[src/rtl/uart_pkg.sv]
`default_nettype none
// uart_pkg -- types and framing constants shared by the UART TX and RX engines.
// Rev 1.0
package uart_pkg;

  localparam int   UART_DATA_BITS  = 8;
  localparam logic UART_START_BIT  = 1'b0;
  localparam logic UART_STOP_BIT   = 1'b1;
  localparam logic UART_IDLE_LEVEL = 1'b1;

  typedef enum logic [1:0] {
    ST_IDLE  = 2'd0,
    ST_START = 2'd1,
    ST_DATA  = 2'd2,
    ST_STOP  = 2'd3
  } uart_state_e;

endpackage : uart_pkg
`default_nettype wire

[src/rtl/uart_sync_fifo.sv]
`default_nettype none
// uart_sync_fifo -- single-clock byte FIFO with flush, occupancy count and flags.
// Rev 1.0
module uart_sync_fifo
  import uart_pkg::*;
#(
  parameter int DEPTH = 16
) (
  input  logic                      i_clk,
  input  logic                      i_rst_n,
  input  logic                      push_i,
  input  logic                      pop_i,
  input  logic                      flush_i,
  input  logic [UART_DATA_BITS-1:0] wdata_i,
  output logic [UART_DATA_BITS-1:0] rdata_o,
  output logic [$clog2(DEPTH):0]    count_o,
  output logic                      full_o,
  output logic                      empty_o
);

  localparam int AW = $clog2(DEPTH);
  localparam logic [AW:0] CNT_FULL = (AW+1)'(DEPTH);

  logic [UART_DATA_BITS-1:0] mem_q [DEPTH];
  logic [AW-1:0]             wr_ptr_q;
  logic [AW-1:0]             rd_ptr_q;
  logic [AW:0]               count_q;
  logic                      w_push;
  logic                      w_pop;

  // Flush wins over both ports; a push is refused while full even if a pop frees a slot.
  assign w_push  = push_i & ~full_o & ~flush_i;
  assign w_pop   = pop_i & ~empty_o & ~flush_i;

  assign full_o  = (count_q == CNT_FULL);
  assign empty_o = (count_q == '0);
  assign count_o = count_q;
  assign rdata_o = mem_q[rd_ptr_q];

  always_ff @(posedge i_clk) begin
    if (w_push) begin
      mem_q[wr_ptr_q] <= wdata_i;
    end
  end

  always_ff @(posedge i_clk) begin
    if (!i_rst_n || flush_i) begin
      wr_ptr_q <= '0;
      rd_ptr_q <= '0;
      count_q  <= '0;
    end else begin
      if (w_push) begin
        wr_ptr_q <= wr_ptr_q + 1'b1;
      end
      if (w_pop) begin
        rd_ptr_q <= rd_ptr_q + 1'b1;
      end
      case ({w_push, w_pop})
        2'b10:   count_q <= count_q + 1'b1;
        2'b01:   count_q <= count_q - 1'b1;
        default: count_q <= count_q;
      endcase
    end
  end

endmodule : uart_sync_fifo
`default_nettype wire

[src/rtl/uart_tx_engine.sv]
`default_nettype none
// uart_tx_engine -- FIFO-buffered 8N1 UART transmitter with drain interrupt.
// Rev 1.0
module uart_tx_engine
  import uart_pkg::*;
#(
  parameter int DEPTH    = 16,
  parameter int BAUD_DIV = 16
) (
  input  logic                      i_clk,
  input  logic                      i_rst_n,
  input  logic [UART_DATA_BITS-1:0] i_wr_data,
  input  logic                      i_wr_valid,
  output logic                      o_wr_ready,
  input  logic                      i_fifo_rst,
  output logic                      o_tx,
  output logic                      o_fifo_empty,
  output logic                      o_fifo_full,
  output logic                      o_busy,
  output logic                      o_intr
);

  localparam int AW = $clog2(DEPTH);
  localparam int DW = $clog2(BAUD_DIV);
  localparam logic [DW-1:0] DIV_LAST = DW'(BAUD_DIV - 1);
  localparam logic [2:0]    BIT_LAST = 3'(UART_DATA_BITS - 1);
  localparam logic [AW:0]   CNT_ONE  = (AW+1)'(1);

  logic [AW:0]               w_count;
  logic                      w_full;
  logic                      w_empty;
  logic [UART_DATA_BITS-1:0] w_head;
  logic                      w_push;
  logic                      w_pop;
  logic                      w_drain;
  logic                      w_div_done;

  uart_state_e               state_q;
  logic [DW-1:0]             div_q;
  logic [2:0]                bit_q;
  logic [UART_DATA_BITS-1:0] shift_q;
  logic                      tx_q;
  logic                      drain_q;
  logic                      intr_q;

  assign o_wr_ready   = ~w_full & ~i_fifo_rst;
  assign w_push       = i_wr_valid & o_wr_ready;
  assign w_div_done   = (div_q == DIV_LAST);

  // A new frame is loaded from IDLE, or straight out of the last STOP cycle so frames abut.
  assign w_pop        = ~w_empty & ~i_fifo_rst &
                        ((state_q == ST_IDLE) || ((state_q == ST_STOP) && w_div_done));
  assign w_drain      = w_pop & (w_count == CNT_ONE) & ~w_push;

  assign o_tx         = tx_q;
  assign o_intr       = intr_q;
  assign o_busy       = (state_q != ST_IDLE);
  assign o_fifo_empty = w_empty;
  assign o_fifo_full  = w_full;

  uart_sync_fifo #(
    .DEPTH (DEPTH)
  ) u_fifo (
    .i_clk   (i_clk),
    .i_rst_n (i_rst_n),
    .push_i  (w_push),
    .pop_i   (w_pop),
    .flush_i (i_fifo_rst),
    .wdata_i (i_wr_data),
    .rdata_o (w_head),
    .count_o (w_count),
    .full_o  (w_full),
    .empty_o (w_empty)
  );

  // tx_q is driven from the current state, so the line lags the FSM by one cycle.
  always_ff @(posedge i_clk) begin
    if (!i_rst_n) begin
      state_q <= ST_IDLE;
      div_q   <= '0;
      bit_q   <= '0;
      shift_q <= '0;
      tx_q    <= UART_IDLE_LEVEL;
      drain_q <= 1'b0;
      intr_q  <= 1'b0;
    end else begin
      drain_q <= w_drain;
      intr_q  <= drain_q;
      case (state_q)
        ST_IDLE: begin
          tx_q  <= UART_IDLE_LEVEL;
          div_q <= '0;
          bit_q <= '0;
          if (w_pop) begin
            shift_q <= w_head;
            state_q <= ST_START;
          end
        end
        ST_START: begin
          tx_q <= UART_START_BIT;
          if (w_div_done) begin
            div_q   <= '0;
            state_q <= ST_DATA;
          end else begin
            div_q <= div_q + 1'b1;
          end
        end
        ST_DATA: begin
          tx_q <= shift_q[0];
          if (w_div_done) begin
            div_q   <= '0;
            shift_q <= shift_q >> 1;
            if (bit_q == BIT_LAST) begin
              bit_q   <= '0;
              state_q <= ST_STOP;
            end else begin
              bit_q <= bit_q + 1'b1;
            end
          end else begin
            div_q <= div_q + 1'b1;
          end
        end
        ST_STOP: begin
          tx_q <= UART_STOP_BIT;
          if (w_div_done) begin
            div_q <= '0;
            if (w_pop) begin
              shift_q <= w_head;
              state_q <= ST_START;
            end else begin
              state_q <= ST_IDLE;
            end
          end else begin
            div_q <= div_q + 1'b1;
          end
        end
        default: state_q <= ST_IDLE;
      endcase
    end
  end

endmodule : uart_tx_engine
`default_nettype wire

[config.mk]
export PLATFORM = sky130hd
export DESIGN_NAME = uart_tx_engine
export DESIGN_NICKNAME = d
export VERILOG_FILES = /design/src/rtl/uart_pkg.sv /design/src/rtl/uart_sync_fifo.sv /design/src/rtl/uart_tx_engine.sv
export SDC_FILE = /design/constraint.sdc
export NUM_CORES = 1
export LEC_CHECK = 0
export ABC_AREA = 1
export CAP_MARGIN = 5
export CORE_UTILIZATION = 45
export CTS_CLUSTER_SIZE = 8
export DETAILED_ROUTE_END_ITERATION = 8
export RECOVER_POWER = 25
export SLEW_MARGIN = 20
export SYNTH_ARGS = -nofsm -noshare
export SYNTH_HDL_FRONTEND = slang
export SYNTH_SLANG_ARGS = --single-unit
[constraint.sdc]
create_clock -name i_clk -period 3.66 [get_ports i_clk]
set_input_delay 0.915 -clock i_clk [delete_from_list [all_inputs] [get_ports i_clk]]
set_output_delay 0.915 -clock i_clk [all_outputs]
set_load 0.03 [all_outputs]
## Word level (Yosys, flattened, before mapping)

Memories as Yosys holds them, arrays and structs flattened. A register that Yosys moved wholly into a read port is not among the register bits.
Cells that the tools add are included.

- Register bits: 33
- Latch bits: 0
- Memory bits (writable): 128
- Memory bits (read-only): 0
- Input port bits: 12
- Word-level logic and storage cells: 82
- Memories: 1

Memory list:

| memory | depth | bits a word | read ports | clocked after Yosys merged registers in | wr ports | RTL line | text |
|---|---|---|---|---|---|---|---|
| u_fifo.mem_q | 16 | 8 | 1 | 1 | 1 | uart_sync_fifo.sv:24 | `logic [UART_DATA_BITS-1:0] mem_q [DEPTH];` |

- $add $sub $neg: 6
- Multipliers: 0
- Divide/modulo/power cells: 0
- Order comparisons: 0
- Equality and inequality tests: 14
- Shift operators: 0
- Mux-type cells: 22
- Bitwise operators: 14
- Reductions and logical operators: 15

Operator list:

| cell | count |
|---|---|
| 2-to-1 mux 8 bit | 3 |
| case mux 8 bit (3 select lines) | 1 |
| adder 4 x 1 -> 4 bit (second input constant) | 3 |
| 2-to-1 mux 4 bit | 3 |
| AND 1 bit | 10 |
| 2-to-1 mux 2 bit | 5 |
| case mux 5 bit (2 select lines) | 1 |
| != test 2 bit (second input constant) | 4 |
| case mux 2 bit (4 select lines) | 1 |
| case mux 4 bit (2 select lines) | 1 |
| equality test 2 bit (second input constant) | 3 |
| 2-to-1 mux 3 bit | 2 |
| case mux 3 bit (2 select lines) | 1 |
| nonzero test 2 bit | 3 |
| adder 5 x 1 -> 5 bit (second input constant) | 1 |
| equality test 5 x 1 -> 1 bit (second input constant) | 1 |
| equality test 5 bit (second input constant) | 1 |
| logical NOT 5 bit | 1 |
| AND reduction 5 bit | 1 |
| subtractor 5 x 1 -> 5 bit (second input constant) | 1 |
| equality test 2 x 1 -> 1 bit (second input constant) | 2 |
| equality test 4 bit (second input constant) | 1 |
| NOT 1 bit | 4 |
| adder 3 x 1 -> 3 bit (second input constant) | 1 |
| 13 further kinds | 16 |

## Logic depth before layout (Yosys ltp)

Gate-level depths: netlist of run 1.

- Depth after elaboration: 8
- Mapped depth: 14

## Cells and area by module

A second synthesis of run 1 with hierarchy kept.

- Cell total of the unflattened synthesis: 627
- Area total of the unflattened synthesis: 7302.0 µm²

By module, submodules not included:

| module | instances | cells an instance | area an instance (µm²) |
|---|---|---|---|
| uart_sync_fifo | 1 | 485 | 6158.4 |
| uart_tx_engine | 1 | 142 | 1143.6 |

## Worst setup path before layout of run 1

No wires, ideal clock.

- Path kind: in2reg
- From: input port i_fifo_rst
- To: memory u_fifo.mem_q[11][0] (enable)
- Setup time: 0.370 ns
- Arrival: 2.195 ns
- Required time: 3.290 ns
- Path slack: 1.095 ns
- Stages: 5
- Path through: nor2_1 nand2_2 inv_2 nand2_1 nor2_1

- Cells in the longest elaborated chain, start to end: 7

Ends and longest elaborated chain:

| what | RTL line | text |
|---|---|---|
| start: declaration | uart_tx_engine.sv:15 | `input logic i_fifo_rst,` |
| NOT 1 bit * | uart_sync_fifo.sv:32, uart_tx_engine.sv:46 |  |
| AND 1 bit | uart_tx_engine.sv:46 | `assign o_wr_ready = ~w_full & ~i_fifo_rst;` |
| AND 1 bit | uart_tx_engine.sv:47 | `assign w_push = i_wr_valid & o_wr_ready;` |
| AND 1 bit | uart_sync_fifo.sv:32 | `assign w_push = push_i & ~full_o & ~flush_i;` |
| AND 1 bit * | uart_sync_fifo.sv:32 |  |
| 2-to-1 mux 1 bit * | uart_sync_fifo.sv:41 | `if (w_push) begin` |
| 2-to-1 mux 1 bit (implied by the code) * | uart_sync_fifo.sv:42 | `mem_q[wr_ptr_q] <= wdata_i;` |
| end: declaration | uart_sync_fifo.sv:24 |  |

Every way passes the cells marked *; elsewhere a longest branch is shown, timed or not.

## Worst setup path in the final report of run 1

- From: input port i_fifo_rst
- To: output port o_wr_ready

- Cells in the longest elaborated chain, start to end: 2

Ends and longest elaborated chain:

| what | RTL line | text |
|---|---|---|
| NOT 1 bit | uart_tx_engine.sv:46 |  |
| AND 1 bit | uart_tx_engine.sv:46 |  |
| end: declaration | uart_tx_engine.sv:14 | `output logic o_wr_ready,` |

Every way passes these cells.

==> results.sh, run 1 <==
export IMPL_status="finished, final reports clean"
export IMPL_cpPeakStageDelay_ps=700
export IMPL_clk_pin_slew_worst_paths_ps=60
export IMPL_cts_made_buffers=17
export IMPL_drc=0
export IMPL_dp_hpwl_um=9810
export IMPL_routed_via_density=4.99
export IMPL_fmax_mhz=318
export IMPL_routed_wl_um=15300
export IMPL_yosys_area_top_type="edfxtp_1"
export IMPL_wl_per_cell_um=15.6
export IMPL_critPathKind="in -> out"
export IMPL_seq_area_frac_synth_pct=63.2
export IMPL_vias=4904
export IMPL_switching_share_pct=24.0
export IMPL_final_area_mm2=0.00812
export IMPL_ys_ff_latch=165
export IMPL_std_cell_rows=46
export IMPL_post_synth_cell_area_avg_um2=9.81
export IMPL_cp_required_ps=2740
export IMPL_overflow=0
export IMPL_holdCritPathClass="reg -> reg"
export IMPL_critical_path_top_delay_family="buffers and inverters"
export IMPL_path_cells="clkdlybuf4s50_1 > nor2_1 > clkdlybuf4s50_1"
export IMPL_clock_latency_ps=430
export IMPL_power_share_combinational_pct=10.1
export IMPL_drive_above_1_share_pct=7.05
export IMPL_cp_end_kind="primary output"
export IMPL_switchingPower_uw=986
export IMPL_place_area_mm2=0.00760
export IMPL_cts_tree="done"
export IMPL_postCtsSetupBuffers=0
export IMPL_grt_pass1_vias=4662
export IMPL_path_buf_inv=2
export IMPL_syn_cell_area_mm2=0.00725
export IMPL_slowest_stage="clkdlybuf4s50_1"
export IMPL_synthesis_instances=739
export IMPL_grt_pass1_wl_um=24300
export IMPL_drt_first_pass_iters=7
export IMPL_critPathLaunchType="input port"
export IMPL_synth_top_area_share_pct=53.0
export IMPL_clk_path_buf_depth=2
export IMPL_core_area_mm2=0.0158
export IMPL_initial_core_util_pct=45.8
export IMPL_finalWorstSetupSlack_ps=513
export IMPL_cap_violations=0
export IMPL_finalMaxSlewViolations=0
export IMPL_min_to="o_intr"
export IMPL_layout_commonest_cell="nand2_1"
export IMPL_htree_levels=4
export IMPL_clockPowerShare_pct=39.0
export IMPL_die_x_um=129
export IMPL_die_h_um=129
export IMPL_finalSetupTns_ps=0
export IMPL_ios=18
export IMPL_yosys_top_cells_area="edfxtp_1 (53%), nand2_1 (11%), dfxtp_1 (10%)"
export IMPL_dieArea_mm2=0.0166
export IMPL_dpl_worst_slack_ps=510
export IMPL_tightest_slew_ps=1060
export IMPL_r2r_cells=9
export IMPL_cts_sinks=165
export IMPL_synth_edf_count=128
export IMPL_whs_ps=412
export IMPL_pwr_share_seq_pct=50.9
export IMPL_hold_buffers=0
export IMPL_irDropWorstVdd_mv=0.317
export IMPL_drtIter0Drc=373
export IMPL_r2r_start="u_fifo.count_o[0]"
export IMPL_p_leak_nw=3.25
export IMPL_root_buffer="clkbuf_16"
export IMPL_ys_warn_count=0
export IMPL_rsz0062_at_grt="false"
export IMPL_antenna_found_initial=0
export IMPL_max_slew_margin_pct=29.5
export IMPL_synth_nets=769
export IMPL_p_per_area_mw_per_mm2=507
export IMPL_cts_resized=0
export IMPL_r2r_setup_slack_ps=1120
export IMPL_ant_nets=0
export IMPL_fin_crit_sh_pct=86.0
export IMPL_async_reset_ff_share_pct=0
export IMPL_skew_ps=8.26
export IMPL_area_growth_pct=12.0
export IMPL_grt_max_degree=68
export IMPL_fin_crit_ps=3150
export IMPL_finalHoldViolCount=0
export IMPL_mostFrequentLayoutCells="nand2_1 (214), edfxtp_1 (128), nand3_1 (95)"
export IMPL_final_nets=783
export IMPL_setup_violations=0
export IMPL_n_antenna_cell=0
export IMPL_r2r_end="u_fifo.mem_q[9][0]"
export IMPL_intPower_mw=3.13
export IMPL_min_from="drain_q"
export IMPL_synth_distinct_cells=31
export IMPL_cp_arrival_ps=2230
export IMPL_cp_max_fo=3
export IMPL_port_buffers=17
export IMPL_min_path_cells=2
export IMPL_synth_flop_cell="edfxtp_1"
export IMPL_grt_total_usage_pct=20.1
export IMPL_crit_top_cell="clkdlybuf4s50_1"
export IMPL_gp_congestion=0.819
[logic make-up (layout without fill, tap and decap cells)]
group                    count (synthesis)  after routing  synth area share [%]
adder cells (fa/ha/maj)                 18             18                  3.11
AO/OA/AOI/OAI                           57             57                  4.83
flip-flops                             165            165                  63.2
AND/OR/NAND/NOR                        374            374                  21.8
buffers and inverters                  123            150                  6.82
XOR/XNOR                                 2              2                 0.242
[through the flow]
stage / instances / power [mW] / utilization [%]
finish: 982 / 4.12 / 51.3
global route: 982 / 4.29 / 51.3
CTS: 982 / 4.15 / 51.3
detailed placement: 950 / 2.55 / 48.0
global placement: 950 / 2.54 / 48.0
floorplan: 739 / 2.43 / -
[routing by layer]
metal	vias to the layer above	global-route usage, %	routed length (um)
met4	0	7.68	331
li1	2457	-	-
met5	-	0	0
met2	113	32.9	7490
met1	2310	25.8	6770
met3	24	4.78	725
[Yosys cell counts (8+ instances only)]
cell and n:
nand2_1 214, edfxtp_1 128, nand3_1 95, inv_1 90, nor2_1 52, dfxtp_1 37, o21ai_0 20, a21oi_1 19
ha_1 18, buf_2 14, a21oi_2 9, clkbuf_1 8
[layout make-up]
class                   instances  area, um2
fillers                      1447       7710
clock buffers                  21        440
inverters                      96        360
clock inverters                11       86.3
repair buffers                 22        204
multi-input cells             451       2170
well taps                     216        270
flip-flops and latches        165       4590
[worst max path at each step]
stage | from | to | slack, ps | cells after the start
after floorplan | i_fifo_rst | u_fifo.mem_q[11][0] | 1100 | 5
after global placement | i_fifo_rst | o_wr_ready | 510 | 3
after detailed placement | i_fifo_rst | o_wr_ready | 510 | 3
after CTS | i_fifo_rst | o_wr_ready | 500 | 3
after global routing | i_fifo_rst | o_wr_ready | 440 | 3
final | i_fifo_rst | o_wr_ready | 510 | 3
[power by group through the flow]
stage               Clock (mW)  Combinational [mW]  Sequential, mW
floorplan                    0               0.300            2.14
detailed placement           0               0.418            2.14
CTS                       1.63               0.420            2.10
global route              1.72               0.468            2.10
finish                    1.60               0.415            2.10
global placement             0               0.410            2.13
[worst min-delay path, stage by stage (launching register included)]
cell and delay (ps):
dfxtp_1 300, nand2_1 40, inv_1 40
[flip-flops by register name, indices dropped and copies added (netlist names), named ones only]
register	cells
o_intr	1
u_fifo.count_o	5
drain_q	1
shift_q	8
u_fifo.rd_ptr_q	4
u_fifo.wr_ptr_q	4
div_q	4
state_q	2
bit_q	3
u_fifo.mem_q	128
o_tx	1
Power figures use the tool's default switching activity.
==> inputs of run 2 (changes only) <==
--- a/config.mk
+++ b/config.mk
@@ -6,6 +6,7 @@
 export NUM_CORES = 1
 export LEC_CHECK = 0
 export ABC_AREA = 1
+export ABC_CLOCK_PERIOD_IN_PS = 3660
 export CAP_MARGIN = 5
 export CORE_UTILIZATION = 45
 export CTS_CLUSTER_SIZE = 8
==> results of run 2 <==
No change in the layout: final DEF, timing and power equal those of run 1.
